$ cat src/rtl/nano_pkg.sv
// nano_pkg: shared states, instruction classes and widths for the nanoprocessor (rev 1.0)
`default_nettype none

package nano_pkg;

  localparam int DATA_W = 8;
  localparam int ADDR_W = 8;

  typedef enum logic [2:0] {
    FETCH_OP  = 3'd0,
    FETCH_ARG = 3'd1,
    DECODE    = 3'd2,
    EXEC      = 3'd3,
    HALT      = 3'd4
  } state_t;

  localparam logic [3:0] CL_ALU   = 4'd0;
  localparam logic [3:0] CL_STORE = 4'd1;
  localparam logic [3:0] CL_JMP   = 4'd2;
  localparam logic [3:0] CL_JMPC  = 4'd3;
  localparam logic [3:0] CL_JMPZ  = 4'd4;
  localparam logic [3:0] CL_HALT  = 4'd5;

endpackage

`default_nettype wire

$ cat src/rtl/nano_ctrl.sv
// nano_ctrl: fetch/decode/exec sequencer owning PC, IR, ACC and C/Z flags (rev 1.0).
// Optional NANO_SINGLE_STEP_EN adds a step input that gates each instruction fetch.
`default_nettype none

module nano_ctrl
  import nano_pkg::*;
#(
  parameter logic [ADDR_W-1:0] PC_RESET        = 8'h00,
  parameter bit                HALT_ON_ILLEGAL = 1'b0
) (
  input  logic              clk,
  input  logic              reset_n,
`ifdef NANO_SINGLE_STEP_EN
  input  logic              step,
`endif
  output logic [ADDR_W-1:0] ram_addr,
  input  logic [DATA_W-1:0] ram_rdata,
  output logic [DATA_W-1:0] ram_wdata,
  output logic              ram_we,
  output logic [3:0]        alu_i,
  output logic [DATA_W-1:0] alu_a,
  output logic [DATA_W-1:0] alu_b,
  output logic              alu_cin,
  input  logic [DATA_W-1:0] alu_s,
  input  logic              alu_cout,
  input  logic              alu_z,
  output logic [DATA_W-1:0] acc,
  output logic [ADDR_W-1:0] pc,
  output logic              halted
);

  state_t              state, state_n;
  logic [ADDR_W-1:0]   pc_n;
  logic [DATA_W-1:0]   ir, ir_n, acc_n;
  logic                c, c_n, z, z_n;
  logic [ADDR_W-1:0]   addr_c;
  logic                we_c;
  logic                go;

`ifdef NANO_SINGLE_STEP_EN
  assign go = step;
`else
  assign go = 1'b1;
`endif

  always_ff @(posedge clk) begin
    if (!reset_n) begin
      state <= FETCH_OP;
      pc    <= PC_RESET;
      ir    <= '0;
      acc   <= '0;
      c     <= 1'b0;
      z     <= 1'b0;
    end else begin
      state <= state_n;
      pc    <= pc_n;
      ir    <= ir_n;
      acc   <= acc_n;
      c     <= c_n;
      z     <= z_n;
    end
  end

  always_comb begin
    state_n = state;
    pc_n    = pc;
    ir_n    = ir;
    acc_n   = acc;
    c_n     = c;
    z_n     = z;
    addr_c  = pc;
    we_c    = 1'b0;
    case (state)
      FETCH_OP: begin
        if (go) state_n = FETCH_ARG;
      end
      FETCH_ARG: begin
        addr_c  = pc + 8'd1;
        ir_n    = ram_rdata;
        state_n = DECODE;
      end
      DECODE: begin
        // ram_rdata here is the operand address fetched from pc+1
        addr_c  = ram_rdata;
        pc_n    = pc + 8'd2;
        state_n = FETCH_OP;
        case (ir[7:4])
          CL_ALU:   state_n = EXEC;
          CL_STORE: we_c = 1'b1;
          CL_JMP:   pc_n = ram_rdata;
          CL_JMPC:  if (c) pc_n = ram_rdata;
          CL_JMPZ:  if (z) pc_n = ram_rdata;
          CL_HALT:  state_n = HALT;
          default:  if (HALT_ON_ILLEGAL) state_n = HALT;
        endcase
      end
      EXEC: begin
        acc_n   = alu_s;
        c_n     = alu_cout;
        z_n     = alu_z;
        state_n = FETCH_OP;
      end
      HALT: begin
        state_n = HALT;
      end
      default: state_n = FETCH_OP;
    endcase
  end

  // Masking with reset keeps an aborted STORE from reaching the RAM
  assign ram_we    = we_c & reset_n;
  assign ram_addr  = addr_c;
  assign ram_wdata = acc;
  assign alu_i     = ir[3:0];
  assign alu_a     = acc;
  assign alu_b     = ram_rdata;
  assign alu_cin   = c;
  assign halted    = (state == HALT);

endmodule

`default_nettype wire

$ cat config.mk
export PLATFORM = sky130hd
export DESIGN_NAME = nano_ctrl
export DESIGN_NICKNAME = d
export VERILOG_FILES = /design/src/rtl/nano_pkg.sv /design/src/rtl/nano_ctrl.sv
export SDC_FILE = /design/constraint.sdc
export NUM_CORES = 1
export LEC_CHECK = 0
export ABC_AREA = 1
export BUFFER_PORTS_ARGS = -buffer_cell sky130_fd_sc_hd__clkbuf_2
export CAP_MARGIN = 20
export CORE_UTILIZATION = 48
export CTS_CLUSTER_SIZE = 24
export DETAILED_ROUTE_END_ITERATION = 8
export HOLD_SLACK_MARGIN = 0.05
export PLACE_DENSITY = 0.86
export SYNTH_ARGS = -nofsm -noshare
export SYNTH_HDL_FRONTEND = slang
export SYNTH_SLANG_ARGS = --single-unit
$ cat constraint.sdc
create_clock -name clk -period 1.7 [get_ports clk]
set_clock_uncertainty 0.2 [all_clocks]
set_input_delay 0.425 -clock clk [delete_from_list [all_inputs] [get_ports clk]]
set_output_delay 0.425 -clock clk [all_outputs]
set_load 0.02 [all_outputs]
==> results of run 1 <==
==> repair_timing <==
item / CTS / global route
setup endpoints to repair: 10 / 11
pin swaps: 14 / 14
cloned: 1 / 0
gates resized for setup: 55 / 54
buffers inserted: 13 / 15
==> worst max-delay path: cells and delay by family, from the launching register on <==
kind | cells | cell delay (ns)
buf+inv | 2 | 0.34
flops | 1 | 0.40
simple gates | 3 | 0.24
fa+ha+maj | 1 | 0.18
compound gates | 1 | 0.12
==> per-stage QoR <==
stage	util	power, mW	TNS (ns)	cells
4_1_cts	0.747	2.60	-3.11	420
3_5_place_dp	0.633	1.69	-0.819	399
6_report	0.814	2.85	-3.66	431
5_1_grt	0.814	2.94	-4.15	431
2_1_floorplan	-	1.41	-0.110	280
3_3_place_gp	0.633	1.67	-0.637	399
==> layout make-up <==
| class | instances | area (um2) |
|---|---|---|
| Multi-Input combinational cell | 191 | 1120 |
| Timing Repair Buffer | 131 | 951 |
| Fill cell | 206 | 679 |
| Sequential cell | 29 | 606 |
| Inverter | 23 | 111 |
| Clock buffer | 6 | 82.6 |
| Tap cell | 48 | 60.1 |
| Clock inverter | 2 | 36.3 |
| Timing Repair inverter | 1 | 16.3 |
==> cell families after synthesis <==
logic type / share of synthesized area
adders and majority gates: 0.0204
DFF: 0.315
buffers and inverters: 0.191
AOI/OAI and AO/OA: 0.124
xor gates and xnor gates: 0.00475
and+or+nand+nor: 0.345
==> flip-flops by register name, indices dropped and copies added, names as in the netlist <==
signal   count
ir           8
pc           8
state        3
alu_cin      1
acc          8
z            1
==> layout by cell type (no fill, tap or decap), types with 2 or more instances in the layout <==
cell type and n:
sky130_fd_sc_hd__nor2_2 4, sky130_fd_sc_hd__clkbuf_8 7, sky130_fd_sc_hd__nor2_4 2, sky130_fd_sc_hd__nand3_1 11, sky130_fd_sc_hd__nand2_1 51, sky130_fd_sc_hd__inv_4 4
sky130_fd_sc_hd__dfxtp_2 5, sky130_fd_sc_hd__inv_2 5, sky130_fd_sc_hd__o21ai_0 19, sky130_fd_sc_hd__nand2_2 9, sky130_fd_sc_hd__nor2_1 42, sky130_fd_sc_hd__buf_6 15
sky130_fd_sc_hd__nand3_2 14, sky130_fd_sc_hd__buf_12 2, sky130_fd_sc_hd__dfxtp_1 19, sky130_fd_sc_hd__nand2_4 4, sky130_fd_sc_hd__ha_4 3, sky130_fd_sc_hd__inv_1 13
sky130_fd_sc_hd__buf_4 45, sky130_fd_sc_hd__dfxtp_4 5, sky130_fd_sc_hd__buf_8 5, sky130_fd_sc_hd__o211ai_1 5, sky130_fd_sc_hd__a21oi_1 15, sky130_fd_sc_hd__clkbuf_2 63
sky130_fd_sc_hd__nand3_4 3
==> metal layers <==
| metal | global-route usage | routed length [um] |
|---|---|---|
| met1 | 0.346 | 2560 |
| met2 | 0.557 | 3790 |
| met3 | 0.0875 | 811 |
| met4 | 0.182 | 450 |
| met5 | 0 | 0 |
==> power by group <==
part           leakage [nW]  internal, mW  switching [mW]  total [mW]
combinational          1.17         0.528           0.724        1.25
clock                0.0617         0.477           0.301       0.778
sequential            0.242         0.751          0.0730       0.824
==> final timing paths <==
| kind | endpoint | from | depth (start not counted) |
|---|---|---|---|
| worst max register to register | pc[0] | state[1] | 10 |
| worst min register to register | ir[0] | ir[0] | 2 |
| worst max-delay path | ram_addr[4] | pc[1] | 7 |
| worst min-delay path | acc[2] | alu_s[2] | 3 |
==> flow_summary.json, run 1 <==
{
  "run_status": "complete, but fails checks",
  "violations": "negative setup slack",
  "die_w_um": 64.0,
  "fin_nets": 405,
  "whs_ns": 0.172,
  "start_util": 0.504,
  "root_buffer": "sky130_fd_sc_hd__clkbuf_8",
  "synth.avg_cell_area_um2": 6.59,
  "rsz_0062_raised_after_global_routing": "yes",
  "area_overhead_of_the_layout_relative_to_synthesis_pct": 61.7,
  "cap_violations": 0,
  "route.antenna.remaining_nets": 0,
  "leakage_nw": 1.47,
  "track_usage": 0.320,
  "syn-cell-area_mm2": 0.00184,
  "clk_pin_slew_ns": 0.07,
  "tritoncts": "built",
  "grt_remaining_overflow": 0,
  "firstDrtPassIters": 6,
  "achievable-frequency_mhz": 457,
  "drv_slew": 0,
  "regToRegSetupSlack_ns": -0.05,
  "worstPathCellList": "ha_4, nand3_4, buf_4, nand2_1, nand2_1, o211ai_1, buf_4",
  "power_per_cell_area_mw_per_mm2": 957,
  "critical_path_peak_fanout": 3,
  "clk-insertion-delay-late_ns": 0.30,
  "crit_arrival_ns": 1.56,
  "final.setup.worst_slack_ns": -0.490,
  "routed_via_density": 5.77,
  "drtIter0Drc": 220,
  "vdd_ir_drop_max_mv": 0.671,
  "timing.final.crit_share": 1.29,
  "synthDominantCellAreaShare": 0.315,
  "synthCells": 280,
  "numPortBuffers": 74,
  "synth_commonest_cells": "61 x sky130_fd_sc_hd__nand2_1, 45 x sky130_fd_sc_hd__nor2_1, 30 x sky130_fd_sc_hd__buf_4, 29 x sky130_fd_sc_hd__dfxtp_1, 24 x sky130_fd_sc_hd__nand3_1",
  "routed_length_per_instance_um": 17.7,
  "cts-hold-fix-buffers": 0,
  "tightestPinTransition_ns": 0.299,
  "min_path_type": "in2reg",
  "post-synth-top-area-cell": "sky130_fd_sc_hd__dfxtp_1",
  "rows": 22,
  "via_count": 2488,
  "setup-violations-final": 12,
  "htree_levels": 2,
  "synthFlopType": "sky130_fd_sc_hd__dfxtp_1",
  "synth_nets": 303,
  "dieHeight_um": 64.0,
  "critical_path.max_stage_delay_ns": 0.40,
  "layout.cell_area.non_filler_mm2": 0.00298,
  "pin_count": 75,
  "timing_worst_setup_path_type": "reg2out",
  "final-hold-violation-count": 0,
  "first_pass_grt_wire_length_mm": 10.0,
  "drive_above_1_share": 0.533,
  "sink_count": 29,
  "most_frequent_cell_after_synthesis": "sky130_fd_sc_hd__nand2_1",
  "floorplan.core_area_mm2": 0.00366,
  "endpoint_kind": "primary output",
  "relSlewSlack": 0.800,
  "place_area_mm2": 0.00232,
  "num_antenna_cells": 0,
  "detailedPlace.worstSlack_ns": -0.185,
  "async_reset_ff_frac": 0,
  "ys.warnings.count": 0,
  "timing.final.crit_period_ns": 2.19,
  "die_area_mm2": 0.00409,
  "clk_path_buf_depth": 2,
  "synth-edff-count": 0,
  "yosys-top-cells-area": "sky130_fd_sc_hd__dfxtp_1 31%, sky130_fd_sc_hd__nand2_1 12%, sky130_fd_sc_hd__buf_4 12%",
  "critical_path_required_ns": 1.07,
  "synth.ff_latch_count": 29,
  "slowest_stage": "sky130_fd_sc_hd__dfxtp_4",
  "crit_path_start_kind": "flop",
  "part_of_the_yosys_area_used_for_sequential_elements": 0.315,
  "totalWireLength_mm": 7.61,
  "place.detailed.hpwl_mm": 3.76,
  "first_global_vias": 2171,
  "drt_drc_violations_left": 0,
  "place_congestion": 0.888,
  "grt_start_max_net_pins": 19,
  "numCtsBuffers": 5,
  "ys_types": 29,
  "number_of_antenna_violations_at_the_first_check_in_global_routing": 0
}
No activity file was read; power rests on OpenSTA's default activity.
==> inputs of run 2 (changes only) <==
--- a/config.mk
+++ b/config.mk
@@ -9,10 +9,12 @@
 export BUFFER_PORTS_ARGS = -buffer_cell sky130_fd_sc_hd__clkbuf_2
 export CAP_MARGIN = 20
 export CORE_UTILIZATION = 48
+export CTS_BUF_LIST = sky130_fd_sc_hd__clkbuf_16
 export CTS_CLUSTER_SIZE = 24
 export DETAILED_ROUTE_END_ITERATION = 8
 export HOLD_SLACK_MARGIN = 0.05
 export PLACE_DENSITY = 0.86
+export SKIP_CTS_REPAIR_TIMING = 1
 export SYNTH_ARGS = -nofsm -noshare
 export SYNTH_HDL_FRONTEND = slang
 export SYNTH_SLANG_ARGS = --single-unit
==> run 2 against run 1 <==
The run still ends with negative setup slack left. Cell area shrank 10%. Wire length shrank 26%. First-iteration DRC count shrank 30%. Critical endpoint is now ram_addr[7]. Total power shrank 2.1%. Worst hold slack gained 0.031 ns. Via count shrank 11%. Non-clock buffer count shrank 18. Utilization shrank 8.5 points. Sequential power shrank 0.8%.
==> flow_summary.json, run 2 (same netlist as run 1, synthesis figures left out) <==
{
  "drv_slew": 0,
  "worstPathCellList": "ha_4, nand2_2, inv_2, nand3_2, o211ai_1, nand3_2, buf_6",
  "fillers": 269,
  "relSlewSlack": 0.820,
  "place.detailed.hpwl_mm": 3.76,
  "crit-reg2reg-capture": "pc[0]",
  "grt_start_max_net_pins": 19,
  "drtIter0Drc": 154,
  "violations": "negative setup slack",
  "hold-path-endpoint": "acc[7]",
  "first_pass_grt_wire_length_mm": 8.51,
  "die_w_um": 64.0,
  "htree_levels": 2,
  "timing_worst_setup_path_type": "reg2out",
  "vdd_ir_drop_max_mv": 0.598,
  "firstDrtPassIters": 6,
  "power.share.switching": 0.347,
  "place_area_mm2": 0.00232,
  "layout_top_registers": "acc: 8 flops, ir: 8 flops, pc: 8 flops",
  "die_area_mm2": 0.00409,
  "layout.cell_area.non_filler_mm2": 0.00267,
  "regToRegSetupSlack_ns": 0.12,
  "totalWireLength_mm": 5.67,
  "power.internal_mw": 1.82,
  "final.setup.tns_ns": -3.20,
  "power_dissipated_by_switching_net_loads_mw": 0.971,
  "grt_remaining_overflow": 0,
  "num_antenna_cells": 0,
  "fin_nets": 386,
  "drt_drc_violations_left": 0,
  "pwr-share-seq": 0.292,
  "numPortBuffers": 74,
  "final.setup.worst_slack_ns": -0.496,
  "run_status": "complete, but fails checks",
  "timing.critical_path.mode_cell": "sky130_fd_sc_hd__nand3_2",
  "tritoncts": "built",
  "crit_path_start_kind": "flop",
  "combPwrFrac": 0.353,
  "critical_path.max_stage_delay_ns": 0.39,
  "floorplan.core_area_mm2": 0.00366,
  "drive_above_1_share": 0.453,
  "crit_arrival_ns": 1.57,
  "timing.final.crit_share": 1.29,
  "layout_common_cells": "65 x sky130_fd_sc_hd__clkbuf_2, 57 x sky130_fd_sc_hd__nand2_1, 44 x sky130_fd_sc_hd__nor2_1",
  "achievable-frequency_mhz": 455,
  "rsz_0062_raised_after_global_routing": "yes",
  "route.antenna.remaining_nets": 0,
  "worstRegToRegCells": 8,
  "critical_path_required_ns": 1.07,
  "root_buffer": "sky130_fd_sc_hd__clkbuf_16",
  "clk_pin_slew_ns": 0.05,
  "critical_path_peak_fanout": 5,
  "final-hold-violation-count": 0,
  "leakage_nw": 1.31,
  "endpoint_kind": "primary output",
  "place_congestion": 0.888,
  "clk_path_buf_depth": 2,
  "cap_violations": 0,
  "routed_via_density": 5.35,
  "finish.utilization": 0.730,
  "slowest_stage": "sky130_fd_sc_hd__dfxtp_4",
  "clockPowerShare": 0.355,
  "tightestPinTransition_ns": 0.269,
  "startpoint_of_the_most_critical_hold_path": "alu_s[7]",
  "most_common_library_cell_in_the_layout_ignoring_fill_and_taps": "sky130_fd_sc_hd__clkbuf_2",
  "min_delay_path_depth": 3,
  "setup-violations-final": 10,
  "dieHeight_um": 64.0,
  "number_of_antenna_violations_at_the_first_check_in_global_routing": 0,
  "first_global_vias": 1948,
  "via_count": 2203,
  "rows": 22,
  "power_per_cell_area_mw_per_mm2": 1050,
  "sink_count": 29,
  "pin_count": 75,
  "track_usage": 0.270,
  "crit_cells": 7,
  "clk-insertion-delay-late_ns": 0.27,
  "path_delay_family": "flip-flops",
  "min_path_type": "in2reg",
  "critPathBufInv": 2,
  "routed_length_per_instance_um": 13.8,
  "numCtsBuffers": 5,
  "start_util": 0.504,
  "reg_to_reg_critical_path_startpoint": "ir[4]",
  "area_overhead_of_the_layout_relative_to_synthesis_pct": 44.8,
  "timing.final.crit_period_ns": 2.20
}
-- run 2: final cells by class --
cell class	instances	area (um2)	area share
multi-input combinational	191	1030	0.385
timing repair buffer	113	709	0.266
sequential	29	603	0.226
clock buffer	5	125	0.0468
inverter	23	104	0.0389
tap	48	60.1	0.0225
clock inverter	3	40.0	0.0150
-- run 2: how the worst max path moves through the flow --
stage / startpoint / end / slack (ns)
6_report: pc[1] / ram_addr[7] / -0.50
5_1_grt: pc[1] / ram_addr[7] / -0.59
4_1_cts: pc[1] / ram_addr[7] / -0.52
3_5_place_dp: pc[1] / ram_addr[7] / -0.19
3_3_place_gp: pc[1] / ram_addr[7] / -0.13
2_1_floorplan: pc[1] / ram_addr[7] / -0.06
-- run 2: metrics by stage --
stage,power [mW],setup WS [ns],hold slack (ns),cells
6_report,2.79,-0.496,0.203,412
5_1_grt,2.92,-0.592,0.217,412
4_1_cts,2.69,-0.517,0.198,407
3_5_place_dp,1.69,-0.185,0.256,399
3_3_place_gp,1.67,-0.127,0.255,399
2_1_floorplan,1.41,-0.0628,0.244,280
-- run 2: power groups by stage --
stage | logic, mW | registers [mW] | clock network (mW)
2_1_floorplan | 0.538 | 0.871 | 0
3_3_place_gp | 0.859 | 0.814 | 0
3_5_place_dp | 0.872 | 0.819 | 0
4_1_cts | 0.881 | 0.807 | 1.00
5_1_grt | 1.06 | 0.824 | 1.03
6_report | 0.985 | 0.817 | 0.992
-- run 2: worst register-to-register path, cell delays in order, from the launching register on --
cell and delay [ns]:
sky130_fd_sc_hd__dfxtp_1 0.30, sky130_fd_sc_hd__buf_4 0.14, sky130_fd_sc_hd__nor2_2 0.21, sky130_fd_sc_hd__nand2_2 0.09, sky130_fd_sc_hd__nand2_2 0.18, sky130_fd_sc_hd__nand2_1 0.10
sky130_fd_sc_hd__nor2_1 0.13, sky130_fd_sc_hd__nor2_1 0.06, sky130_fd_sc_hd__nor2_1 0.10
-- run 2: per-layer routing --
layer  part of all wire  GRT usage  routed length (um)
met1               0.37      0.305                2110
met2               0.51      0.465                2910
met3              0.085     0.0661                 480
met4              0.030      0.142                 168
met5                  0          0                   0
